--- src/rtl/cp0_exc_ctrl_if.sv ---
`default_nettype none
// ============================================================================
// Module      : cp0_exc_ctrl_if
// Description : M-stage pipeline <-> CP0 exception controller signal bundle.
// Revision    : 1.0
// ============================================================================
interface cp0_exc_ctrl_if;
  logic [4:0]  rd_addr;
  logic [4:0]  wr_addr;
  logic [31:0] wr_data;
  logic        we;
  logic        eret;
  logic [31:0] pc_m;
  logic        bd_m;
  logic [4:0]  exccode_m;
  logic [5:0]  hwint;
  logic [31:0] rd_data;
  logic [31:0] epc;
  logic [31:0] handler_pc;
  logic        irq;
  logic        exl;

  modport master (
    output rd_addr, wr_addr, wr_data, we, eret, pc_m, bd_m, exccode_m, hwint,
    input  rd_data, epc, handler_pc, irq, exl
  );

  modport slave (
    input  rd_addr, wr_addr, wr_data, we, eret, pc_m, bd_m, exccode_m, hwint,
    output rd_data, epc, handler_pc, irq, exl
  );
endinterface
`default_nettype wire

--- src/rtl/cp0_exc_ctrl.sv ---
`default_nettype none
// ============================================================================
// Module      : cp0_exc_ctrl
// Description : CP0 exception/interrupt controller (SR, Cause, EPC, PRId).
// Revision    : 1.0
// ============================================================================
module cp0_exc_ctrl #(
  parameter logic [31:0] PRID       = 32'h2000_0906,
  parameter logic [31:0] HANDLER_PC = 32'h0000_4180
) (
  input  wire logic      clk,
  input  wire logic      reset,
  cp0_exc_ctrl_if.slave  bus
);

  localparam logic [4:0] c_addr_sr    = 5'd12;
  localparam logic [4:0] c_addr_cause = 5'd13;
  localparam logic [4:0] c_addr_epc   = 5'd14;
  localparam logic [4:0] c_addr_prid  = 5'd15;

  logic [5:0]  r_im;
  logic        r_exl;
  logic        r_ie;
  logic        r_bd;
  logic [5:0]  r_ip;
  logic [4:0]  r_exccode;
  logic [31:2] r_epc;

  logic        w_int_req;
  logic        w_exc_req;
  logic        w_irq;
  logic [31:2] w_epc_entry;
  logic [31:0] w_rd_data;

  // A bubble (pc_m == 0) has no restart address, so interrupts wait for a real instruction.
  assign w_int_req = (|(bus.hwint & r_im)) & r_ie & ~r_exl & (bus.pc_m != 32'd0);
  assign w_exc_req = (bus.exccode_m != 5'd0) & ~r_exl;
  assign w_irq     = w_int_req | w_exc_req;

  // Word-address arithmetic: (pc - 4) >> 2 == (pc >> 2) - 1, modulo 2^30.
  assign w_epc_entry = bus.pc_m[31:2] - {29'd0, bus.bd_m};

  always_ff @(posedge clk) begin
    if (!reset) begin
      r_im      <= 6'd0;
      r_exl     <= 1'b0;
      r_ie      <= 1'b0;
      r_bd      <= 1'b0;
      r_ip      <= 6'd0;
      r_exccode <= 5'd0;
      r_epc     <= 30'd0;
    end else begin
      r_ip <= bus.hwint;
      if (w_irq) begin
        r_exl     <= 1'b1;
        r_bd      <= bus.bd_m;
        r_exccode <= w_int_req ? 5'd0 : bus.exccode_m;
        r_epc     <= w_epc_entry;
      end else begin
        if (bus.we && bus.wr_addr == c_addr_sr) begin
          r_im  <= bus.wr_data[15:10];
          r_exl <= bus.wr_data[1];
          r_ie  <= bus.wr_data[0];
        end
        if (bus.we && bus.wr_addr == c_addr_epc) begin
          r_epc <= bus.wr_data[31:2];
        end
        // Placed after the SR write so eret's EXL clear wins over the mtc0 value.
        if (bus.eret) begin
          r_exl <= 1'b0;
        end
      end
    end
  end

  always_comb begin
    w_rd_data = 32'd0;
    case (bus.rd_addr)
      c_addr_sr:    w_rd_data = {16'd0, r_im, 8'd0, r_exl, r_ie};
      c_addr_cause: w_rd_data = {r_bd, 15'd0, r_ip, 3'd0, r_exccode, 2'd0};
      c_addr_epc:   w_rd_data = {r_epc, 2'b00};
      c_addr_prid:  w_rd_data = PRID;
      default:      w_rd_data = 32'd0;
    endcase
  end

  assign bus.rd_data    = w_rd_data;
  assign bus.epc        = {r_epc, 2'b00};
  assign bus.handler_pc = HANDLER_PC;
  assign bus.irq        = w_irq;
  assign bus.exl        = r_exl;

endmodule
`default_nettype wire

--- src/flat_wrapper.sv ---
// flat-port wrapper written by rule: the top's interface ports become plain ports
module cp0_exc_ctrl_flat 
#(
  parameter logic [31:0] PRID       = 32'h2000_0906,
  parameter logic [31:0] HANDLER_PC = 32'h0000_4180
)
  (clk, reset, bus_rd_addr, bus_wr_addr, bus_wr_data, bus_we, bus_eret, bus_pc_m, bus_bd_m, bus_exccode_m, bus_hwint, bus_rd_data, bus_epc, bus_handler_pc, bus_irq, bus_exl);
  cp0_exc_ctrl_if bus_i ();
  input  wire logic clk;
  input  wire logic reset;
  input wire logic [$bits(bus_i.rd_addr)-1:0] bus_rd_addr;
  input wire logic [$bits(bus_i.wr_addr)-1:0] bus_wr_addr;
  input wire logic [$bits(bus_i.wr_data)-1:0] bus_wr_data;
  input wire logic [$bits(bus_i.we)-1:0] bus_we;
  input wire logic [$bits(bus_i.eret)-1:0] bus_eret;
  input wire logic [$bits(bus_i.pc_m)-1:0] bus_pc_m;
  input wire logic [$bits(bus_i.bd_m)-1:0] bus_bd_m;
  input wire logic [$bits(bus_i.exccode_m)-1:0] bus_exccode_m;
  input wire logic [$bits(bus_i.hwint)-1:0] bus_hwint;
  output wire logic [$bits(bus_i.rd_data)-1:0] bus_rd_data;
  output wire logic [$bits(bus_i.epc)-1:0] bus_epc;
  output wire logic [$bits(bus_i.handler_pc)-1:0] bus_handler_pc;
  output wire logic [$bits(bus_i.irq)-1:0] bus_irq;
  output wire logic [$bits(bus_i.exl)-1:0] bus_exl;
  assign bus_i.rd_addr = bus_rd_addr;
  assign bus_i.wr_addr = bus_wr_addr;
  assign bus_i.wr_data = bus_wr_data;
  assign bus_i.we = bus_we;
  assign bus_i.eret = bus_eret;
  assign bus_i.pc_m = bus_pc_m;
  assign bus_i.bd_m = bus_bd_m;
  assign bus_i.exccode_m = bus_exccode_m;
  assign bus_i.hwint = bus_hwint;
  assign bus_rd_data = bus_i.rd_data;
  assign bus_epc = bus_i.epc;
  assign bus_handler_pc = bus_i.handler_pc;
  assign bus_irq = bus_i.irq;
  assign bus_exl = bus_i.exl;
  cp0_exc_ctrl #(.PRID(PRID), .HANDLER_PC(HANDLER_PC)) u_core (.clk(clk), .reset(reset), .bus(bus_i));
endmodule
--- config.mk ---
export PLATFORM = sky130hd
export DESIGN_NAME = cp0_exc_ctrl_flat
export DESIGN_NICKNAME = d
export VERILOG_FILES = /design/src/rtl/cp0_exc_ctrl_if.sv /design/src/rtl/cp0_exc_ctrl.sv /design/src/flat_wrapper.sv
export SDC_FILE = /design/constraint.sdc
export NUM_CORES = 1
export LEC_CHECK = 0
export ABC_CLOCK_PERIOD_IN_PS = 7020
export CORE_UTILIZATION = 43
export DETAILED_ROUTE_END_ITERATION = 8
export HOLD_SLACK_MARGIN = 0.02
export MAX_ROUTING_LAYER = met4
export PLACE_DENSITY_LB_ADDON = 0.08
export SYNTH_ARGS = -nofsm -noshare
export SYNTH_HDL_FRONTEND = slang
export SYNTH_SLANG_ARGS = --single-unit
--- constraint.sdc ---
create_clock -name clk -period 7.02 [get_ports clk]
set_clock_uncertainty 0.15 [all_clocks]
set_input_delay 0.702 -clock clk [delete_from_list [all_inputs] [get_ports clk]]
set_output_delay 0.702 -clock clk [all_outputs]
set_load 0.02 [all_outputs]
==> results of run 1 <==
[kinds of logic (layout without fill, tap and decap cells)]
kind of cell / count (synthesis) / in the layout / share of synthesized area
adder cells (fa/ha/maj): 2 / 2 / 0.00721
multiplexers: 48 / 48 / 0.138
flip-flops: 50 / 50 / 0.288
XOR/XNOR: 27 / 27 / 0.0682
AO/OA/AOI/OAI: 65 / 65 / 0.147
buffers and inverters: 66 / 170 / 0.112
AND/OR/NAND/NOR: 158 / 158 / 0.236
other: 2 / 34 / 0.00216
[synth_stat cells]
master	instances
a211oi_1	12
a211oi_2	2
a21bo_2	1
a21boi_1	1
a21oi_1	19
a22oi_1	8
a311oi_1	1
a31oi_1	1
and2_1	23
and3_1	3
and3b_1	1
buf_1	2
buf_2	5
buf_4	36
clkbuf_1	17
conb_1	2
dfxtp_1	50
ha_1	2
inv_1	5
inv_2	1
mux2i_1	48
nand2_1	25
nand2b_1	1
nand3_1	24
nand3b_1	1
nand4_1	1
nor2_1	38
nor2b_1	5
nor3_1	10
nor4_1	10
nor4_2	1
nor4b_1	2
nor4bb_1	1
o211a_1	15
o21a_1	2
o21ai_0	1
o311a_1	1
o41ai_4	1
or2_2	2
or3_1	3
or4_1	6
or4_4	1
xnor2_1	9
xor2_1	18
[cell usage in the layout, fill, tap and decap left out, types with 2 or more instances in the layout]
cell type / count
dfxtp_1: 50
xnor2_1: 9
o211a_1: 15
xor2_1: 18
nor3_1: 10
mux2i_1: 48
nand2_1: 25
a22oi_1: 8
and3_1: 3
a21oi_1: 19
buf_4: 3
inv_1: 5
nand3_1: 23
conb_1: 34
nor4b_1: 2
a211oi_2: 2
nor2b_1: 5
or3_1: 3
nor2_1: 38
a211oi_1: 12
or2_2: 2
clkdlybuf4s50_1: 153
ha_1: 2
o21a_1: 2
clkbuf_8: 5
or4_1: 6
and2_1: 23
nor4_1: 10
[cell type report]
class	count	area, um^2	area share
Multi-Input combinational cell	334	2200	0.439
Tap cell	102	128	0.0254
Clock inverter	2	37.5	0.00748
Timing Repair Buffer	156	1550	0.310
Clock buffer	6	72.6	0.0145
Sequential cell	50	1000	0.199
Inverter	6	22.5	0.00449
[report_power, final]
group | switching (mW) | total (mW) | internal, mW
sequential | 0.0178 | 0.323 | 0.305
combinational | 0.114 | 0.228 | 0.114
clock | 0.101 | 0.207 | 0.106
[worst max-delay path, delay by kind of cell]
kind	cells	cell delay [ns]
simple gates	3	1.56
buf+inv	2	1.46
[routing by layer]
metal	vias to the layer above	track usage
li1	1683	-
met1	1599	0.311
met2	139	0.409
met3	10	0.0340
met4	0	0.0547
met5	-	-
[sequential cells by signal (all words and copies together), names as in the netlist]
register / cells
u_core.r_epc: 30
u_core.r_im: 6
u_core.r_ip: 6
u_core.r_exccode: 5
u_core.bus.exl: 1
u_core.r_bd: 1
u_core.r_ie: 1
[per-stage QoR]
| stage | hold slack (ns) | area, um^2 | instances | setup WS [ns] |
|---|---|---|---|---|
| 2_1_floorplan | 0.285 | 3590 | 450 | 3.68 |
| 3_3_place_gp | 0.303 | 4910 | 648 | 2.47 |
| 3_5_place_dp | 0.312 | 4910 | 648 | 2.40 |
| 4_1_cts | 0.325 | 5020 | 656 | 2.38 |
| 5_1_grt | 0.350 | 5020 | 656 | 2.19 |
| 6_report | 0.323 | 5020 | 656 | 2.42 |
[worst min-delay path by stage]
stage / slack (ns) / endpoint / cells past startpoint
6_report: 0.32 / u_core.r_ie$_SDFFE_PN0P_ / 2
4_1_cts: 0.32 / u_core.r_ie$_SDFFE_PN0P_ / 2
3_3_place_gp: 0.30 / u_core.r_ie$_SDFFE_PN0P_ / 2
5_1_grt: 0.35 / u_core.r_ie$_SDFFE_PN0P_ / 2
2_1_floorplan: 0.28 / u_core.r_ie$_SDFFE_PN0P_ / 2
3_5_place_dp: 0.31 / u_core.r_ie$_SDFFE_PN0P_ / 2
==> impl_metrics.yaml, run 1 <==
power:
  power_density_mw_per_mm2: 151
  vdd.ir_drop.worst_uv: 84.4
  static-leakage-power_nw: 2.19
  finalPower_uw: 758
setup_path:
  cell_with_the_largest_stage_delay_on_the_worst_path: "nor2b_1"
  ff_to_ff_path_depth: 6
  required_ns: 6.17
  setup.reg_to_reg.worst_slack_ns: 4.64
  path_max_fanout: 16
  crit-reg2reg-launch: "u_core.r_im[3]$_SDFFE_PN0P_"
  crit_path_cell_trace: "clkdlybuf4s50_1 > nor2b_1 > nor2b_1 > and2_1 > clkdlybuf4s50_1"
  critical_path_arrival_ns: 3.75
  crit_path_end_kind: "output port"
  startpoint: "bus_rd_addr[1]"
  worstSetupStartpointType: "input port"
  endpoint: "bus_rd_data[25]"
  regToRegEndpoint: "u_core.r_epc[24]$_SDFFE_PN0P_"
  path_class: "in2out"
  critPathMaxStageDelay_ns: 0.90
grt:
  grt_start_max_net_pins: 40
  first_global_vias: 3212
  grt_first_pass_wirelength_um: 15900
  number_of_antenna_violations_at_the_first_check_in_global_routing: 0
  grt_overflow: 0
  overall_track_demand_over_capacity_in_global_routing: 0.243
synth:
  syn_area_cell_um2: 8.30
  synthesis.instances: 418
  synth_cell_type_count: 44
  synth-seq-cells: 50
  ys_top_cells_by_area: "dfxtp_1, mux2i_1, buf_4, xor2_1, o211a_1"
  synthDominantCellAreaShare: 0.288
  post_synth_instance_area_mm2: 0.00347
  most_area_hungry_cell_type_in_the_yosys_netlist: "dfxtp_1"
  ys_seq_area_frac: 0.288
  yosysWarningCount: 0
cts:
  cts_tree: "done"
  cts-resized-gates: 0
  worst_skew_pair.late_latency_ns: 0.30
  cts_hold_buf: 0
  number_of_buffers_on_the_longest_clock_path: 2
  cts.reportedPaths.clkPinSlew_ns: 0.09
  cts-root-buf: "clkbuf_8"
  ctsHtreeMaxLevel: 2
  cts_buffers: 5
  clock_sink_count: 50
  cts_post_setup_buffers_inserted: 0
detailed_routing:
  dr.pass1.iters: 4
  detail_route.vias_per_cell: 5.23
  routed_wire_length_per_instance_um: 15.6
  maxUsedRoutingLayer: "met4"
  detailroute.wirelength.met3_um: 606
  postRouteWirelength_um: 10200
  detailroute.via_count: 3431
  drtAntennaViolNets: 0
  detailedRoute.firstIterationViolations: 149
  wl_met1_um: 4620
  drt_drc_violations_left: 0
  route.met2.wl_um: 4860
run:
  max_cap_viol_count: 0
sta:
  final-setup-viol-count: 0
  timing.setup.tns_ns: 0
  post-route-min-period_ns: 4.60
  final_min_period_over_clock_period: 0.656
  timing.max_slew.rel_slack: 0.275
  fmax_ghz: 0.217
  tightest_slew_ns: 1.08
  grt_setup_unrepaired: "false"
  final-max-slew-violation-count: 0
  report.final.hold_viol_count: 0
final_layout:
  post-route-util: 0.646
  final_layout_size_suffix_gt1_frac: 0.0361
  num-nets-final: 645
  areaGrowthSynthToFinish_pct: 44.7
  antenna_cells_inserted: 0
  nFillCells: 654
placement:
  buffer_ports.inserted: 153
  gp_congestion: 0.867
  detailed_place_hpwl_um: 7590
floorplan:
  die-area_mm2: 0.00843
  fp.dieH_um: 91.8
  initial_utilization: 0.447
  die_x_um: 91.8
  num_rows: 32
  design.portCount: 188
  core_area_mm2: 0.00777
hold_path:
  holdCritStartpoint: "u_core.r_ie$_SDFFE_PN0P_"
  min-delay-path-class: "reg2reg"
status:
  outcome: "completed"
(Power assumes the default switching activity.)
==> inputs of run 2 (changes only) <==
Settings changed: ABC_CLOCK_PERIOD_IN_PS 7020 to 3900, CORE_UTILIZATION 43 to 36.
Clock period 7.02 ns to 3.9 ns, I/O delays scaled along.
==> run 2 against run 1 <==
Net effect:
- register-to-register slack worse by 3.1 ns
- sequential cell count unchanged
- total power up 81%
- design area up 2.1%
- non-clock buffer count up 9
- die area up 19%
- critical path type unchanged
==> impl_metrics.yaml, run 2 (same netlist as run 1, synthesis figures left out) <==
grt:
  grt_overflow: 0
  grt_first_pass_wirelength_um: 16900
  overall_track_demand_over_capacity_in_global_routing: 0.221
  first_global_vias: 3322
  number_of_antenna_violations_at_the_first_check_in_global_routing: 0
  grt_start_max_net_pins: 35
placement:
  placed_cells_incl_taps: 684
  postPlaceCellArea_mm2: 0.00501
  gp_congestion: 0.923
  buffer_ports.inserted: 153
  detailed_place_hpwl_um: 8220
power:
  internal-power_uw: 951
  power.combinational.fraction: 0.302
  switching_share: 0.308
  vdd.ir_drop.worst_uv: 143
  power_switching_uw: 424
  static-leakage-power_nw: 2.24
  seq_power_share: 0.422
  power_density_mw_per_mm2: 268
  pwr-share-clk: 0.276
final_layout:
  num-nets-final: 654
  final_cell_mix: "clkdlybuf4s50_1, dfxtp_1, mux2i_1, nor2_1, conb_1"
  largest_register_ffs: 30
  registers.top_by_ff_count: "u_core.r_epc"
  stdcell_area_mm2: 0.00512
  reg.largest.list: "u_core.r_epc: 30 flops, u_core.r_im: 6 flops, u_core.r_ip: 6 flops"
  areaGrowthSynthToFinish_pct: 47.7
  finalNonFillerCells: 692
  final_layout_size_suffix_gt1_frac: 0.0533
  antenna_cells_inserted: 0
  layout.cells.most_common: "clkdlybuf4s50_1"
floorplan:
  die_x_um: 100
  fp.dieH_um: 100
  die-area_mm2: 0.0100
  design.portCount: 188
  num_rows: 35
  initial_utilization: 0.374
  core_area_mm2: 0.00928
sta:
  grt_setup_unrepaired: "false"
  report.final.hold_viol_count: 0
  final_min_period_over_clock_period: 0.940
  post-route-min-period_ns: 3.66
  final-setup-viol-count: 0
  final-max-slew-violation-count: 0
  timing.max_slew.rel_slack: 0.583
  timing.setup.tns_ns: 0
  fmax_ghz: 0.273
  tightest_slew_ns: 0.619
cts:
  cts_hold_buf: 0
  worst_skew_pair.late_latency_ns: 0.30
  number_of_buffers_on_the_longest_clock_path: 2
  clock_sink_count: 50
  cts-root-buf: "clkbuf_8"
  cts_buffers: 5
  ctsHtreeMaxLevel: 2
  cts-resized-gates: 0
  cts_tree: "done"
  cts_post_setup_buffers_inserted: 0
  cts.reportedPaths.clkPinSlew_ns: 0.10
setup_path:
  number_of_buffer_and_inverter_instances_along_the_worst_setup_path: 3
  critical_path.top_delay_family: "simple AND/OR/NAND/NOR gates"
  crit_path_cell_trace: "clkdlybuf4s50_1 > nor4_1 > nand3_1 > o41ai_4 > and2_1 > inv_2 > clkdlybuf4s50_1"
  path_max_fanout: 5
  worstSetupStartpointType: "input port"
  path_class: "in2out"
  required_ns: 3.36
  critPathMaxStageDelay_ns: 0.61
  cell_with_the_largest_stage_delay_on_the_worst_path: "nor4_1"
  crit_top_cell: "clkdlybuf4s50_1"
  critical_path_arrival_ns: 3.12
  crit_path_end_kind: "output port"
hold_path:
  min-delay-path-class: "reg2reg"
detailed_routing:
  routed_wire_length_per_instance_um: 15.6
  drt_drc_violations_left: 0
  detailedRoute.firstIterationViolations: 107
  postRouteWirelength_um: 10800
  detail_route.vias_per_cell: 4.95
  dr.pass1.iters: 4
  detailroute.via_count: 3427
  drtAntennaViolNets: 0
run:
  max_cap_viol_count: 0
status:
  outcome: "completed"
[run 2: cell types whose count changed in the layout (fill, tap and decap cells not counted)]
cell / delta
clkinv_2: +1
buf_4: +9
inv_6: +1
clkbuf_1: -1
clkinvlp_4: -1
[run 2: worst paths after layout]
kind | startpoint | to | slack (ns) | cells past startpoint
worst max register to register | u_core.r_im[3]$_SDFFE_PN0P_ | u_core.r_im[0]$_SDFFE_PN0P_ | 1.59 | 7
worst min-delay path | u_core.r_ie$_SDFFE_PN0P_ | u_core.r_ie$_SDFFE_PN0P_ | 0.32 | 2
worst max-delay path | bus_pc_m[17] | bus_irq | 0.24 | 7
worst min register to register | u_core.r_ie$_SDFFE_PN0P_ | u_core.r_ie$_SDFFE_PN0P_ | 0.32 | 2
[run 2: worst reg2reg max path, cell delays in order, from the launching register on]
cell and delay (ns):
dfxtp_1 0.34, a22oi_1 0.21, a311oi_1 0.18, buf_4 0.18
o41ai_4 0.05, buf_4 0.40, and3_1 0.49, mux2i_1 0.23
[run 2: per-layer routing]
metal  GRT usage  wire length, um
met1       0.283             5010
met2       0.358             5010
met3      0.0355              602
met4      0.0635              172
met5           -                0
[run 2: cell type report]
| class | count | area (um^2) |
|---|---|---|
| Inverter | 6 | 22.5 |
| Clock inverter | 3 | 43.8 |
| Sequential cell | 50 | 1000 |
| Multi-Input combinational cell | 334 | 2200 |
| Tap cell | 129 | 161 |
| Fill cell | 877 | 4160 |
| Timing Repair Buffer | 165 | 1620 |
| Clock buffer | 5 | 68.8 |
[run 2: power groups by stage]
stage	Clock, mW	Combinational (mW)	Sequential (mW)
2_1_floorplan	0	0.199	0.619
3_3_place_gp	0	0.411	0.591
3_5_place_dp	0	0.415	0.592
4_1_cts	0.394	0.417	0.580
5_1_grt	0.415	0.449	0.584
6_report	0.379	0.416	0.579
[run 2: through the flow]
stage	utilization	setup WS [ns]	hold WS, ns	power (mW)
global route	0.552	0.0857	0.345	1.45
floorplan	-	1.18	0.285	0.818
CTS	0.552	0.266	0.322	1.39
finish	0.552	0.236	0.319	1.37
detailed placement	0.540	0.267	0.308	1.01
global placement	0.540	0.282	0.298	1.00
==> inputs of run 3 (changes only) <==
Settings changed: ABC_CLOCK_PERIOD_IN_PS 3900 to 4100, CORE_UTILIZATION 36 to 40.
Clock period 3.9 ns to 4.1 ns, I/O delays scaled along.
==> run 3 against run 2 <==
Net effect:
- register-to-register slack improved by 0.23 ns
- highest routed layer unchanged
- largest power group unchanged
- critical path depth did not move
- critical endpoint unchanged
- sequential cell count did not move
- clock-buffer cell count rose by 1
==> impl_metrics.yaml, run 3 (same netlist as run 1, synthesis figures left out) <==
setup_path:
  setup.reg_to_reg.worst_slack_ns: 1.82
  regToRegEndpoint: "u_core.r_im[0]$_SDFFE_PN0P_"
  cell_with_the_largest_stage_delay_on_the_worst_path: "or4_1"
  critPathMaxStageDelay_ns: 0.61
  path_class: "in2out"
  critical_path_arrival_ns: 3.14
  crit_path_cell_trace: "clkdlybuf4s50_1 > or4_1 > or4_4 > o41ai_4 > and2_1 > inv_2 > clkdlybuf4s50_1"
  crit_path_end_kind: "output port"
  worstSetupStartpointType: "input port"
  required_ns: 3.54
  crit-reg2reg-launch: "u_core.r_im[3]$_SDFFE_PN0P_"
  ff_to_ff_path_depth: 7
  path_max_fanout: 5
  crit_top_cell: "clkdlybuf4s50_1"
grt:
  grt_first_pass_wirelength_um: 15900
  first_global_vias: 3262
  overall_track_demand_over_capacity_in_global_routing: 0.231
  number_of_antenna_violations_at_the_first_check_in_global_routing: 0
  grt_start_max_net_pins: 40
  grt_overflow: 0
sta:
  tightest_slew_ns: 0.707
  final-max-slew-violation-count: 0
  timing.setup.tns_ns: 0
  report.final.hold_viol_count: 0
  final_min_period_over_clock_period: 0.901
  grt_setup_unrepaired: "false"
  hold_ws_ns: 0.328
  timing.max_slew.rel_slack: 0.522
  post-route-min-period_ns: 3.70
  fmax_ghz: 0.271
  final-setup-viol-count: 0
hold_path:
  min-delay-path-class: "reg2reg"
  holdCritStartpoint: "u_core.r_ie$_SDFFE_PN0P_"
  holdPathEnd: "u_core.r_ie$_SDFFE_PN0P_"
  holdPathStages: 2
cts:
  number_of_buffers_on_the_longest_clock_path: 2
  cts.reportedPaths.clkPinSlew_ns: 0.09
  worst_skew_pair.late_latency_ns: 0.30
  ctsHtreeMaxLevel: 2
  cts_buffers: 5
  cts-root-buf: "clkbuf_8"
  cts-resized-gates: 0
  cts_hold_buf: 0
  clock_sink_count: 50
  cts_tree: "done"
  cts_post_setup_buffers_inserted: 0
floorplan:
  num_rows: 33
  initial_utilization: 0.418
  design.portCount: 188
  fp.dieH_um: 95.1
  die-area_mm2: 0.00905
  die_x_um: 95.1
  core_area_mm2: 0.00830
run:
  max_cap_viol_count: 0
detailed_routing:
  dr.pass1.iters: 5
  detailedRoute.firstIterationViolations: 152
  detailroute.via_count: 3470
  drt_drc_violations_left: 0
  detail_route.vias_per_cell: 5.21
  postRouteWirelength_um: 10300
  routed_wire_length_per_instance_um: 15.5
  drtAntennaViolNets: 0
final_layout:
  final_layout_size_suffix_gt1_frac: 0.0481
  areaGrowthSynthToFinish_pct: 46.3
  layout.cells.most_common: "clkdlybuf4s50_1"
  antenna_cells_inserted: 0
  num-nets-final: 652
  reg.largest.list: "u_core.r_epc: 30 flops, u_core.r_im: 6 flops, u_core.r_ip: 6 flops"
  nFillCells: 746
  final_cell_mix: "clkdlybuf4s50_1, dfxtp_1, mux2i_1, nor2_1, conb_1"
  registers.top_by_ff_count: "u_core.r_epc"
  post-route-util: 0.612
  largest_register_ffs: 30
status:
  outcome: "completed"
power:
  finalPower_mw: 1.30
  static-leakage-power_nw: 2.22
  vdd.ir_drop.worst_uv: 139
  power_density_mw_per_mm2: 256
placement:
  detailed_place_hpwl_um: 7940
  gp_congestion: 0.827
  buffer_ports.inserted: 153
[run 3: cell types whose count changed in the layout (fill, tap and decap cells not counted)]
cell        change
clkinv_2        -1
clkbuf_1        +1
buf_4           -2
clkinvlp_4      +1
inv_6           -1
[run 3: report_power, final]
group	total (mW)	internal, mW	leakage (nW)	switching [mW]
Combinational	0.393	0.198	1.76	0.195
Sequential	0.551	0.522	0.415	0.0284
Clock	0.354	0.182	0.0514	0.171
Total	1.30	0.903	2.22	0.395
[run 3: through the flow]
stage | instances | area [um^2] | setup slack (ns)
finish | 666 | 5080 | 0.404
global route | 666 | 5080 | 0.306
detailed placement | 658 | 4970 | 0.420
global placement | 658 | 4970 | 0.466
floorplan | 450 | 3590 | 1.34
CTS | 666 | 5080 | 0.421
[run 3: how the worst max path moves through the flow]
stage | to | cells after the start | start
finish | bus_irq | 7 | bus_pc_m[24]
floorplan | bus_irq | 6 | bus_pc_m[24]
detailed placement | bus_irq | 7 | bus_pc_m[24]
CTS | bus_irq | 7 | bus_pc_m[24]
global route | bus_irq | 7 | bus_pc_m[24]
global placement | bus_irq | 7 | bus_pc_m[24]
[run 3: worst max-delay path: cells and delay by family]
family,cells,cell delay [ns]
AND/OR/NAND/NOR,3,1.28
buffers and inverters,3,1.09
AO/OA/AOI/OAI,1,0.35
[run 3: final cells by class]
| cell class | count | area, um^2 | share of cell area |
|---|---|---|---|
| clock buffers | 6 | 72.6 | 0.0143 |
| clock inverters | 2 | 37.5 | 0.00739 |
| inverters | 6 | 22.5 | 0.00444 |
| multi-input cells | 334 | 2200 | 0.434 |
| flip-flops and latches | 50 | 1000 | 0.197 |
| well taps | 105 | 131 | 0.0259 |
| repair buffers | 163 | 1610 | 0.316 |
[run 3: routing by layer]
metal  global-route usage  part of all wire  vias to the layer above
met4               0.0593             0.014                        0
met5                    -                 0                        -
met1                0.290              0.44                     1600
met2                0.386              0.47                      164
met3               0.0351             0.074                       17
li1                     -                 -                     1689
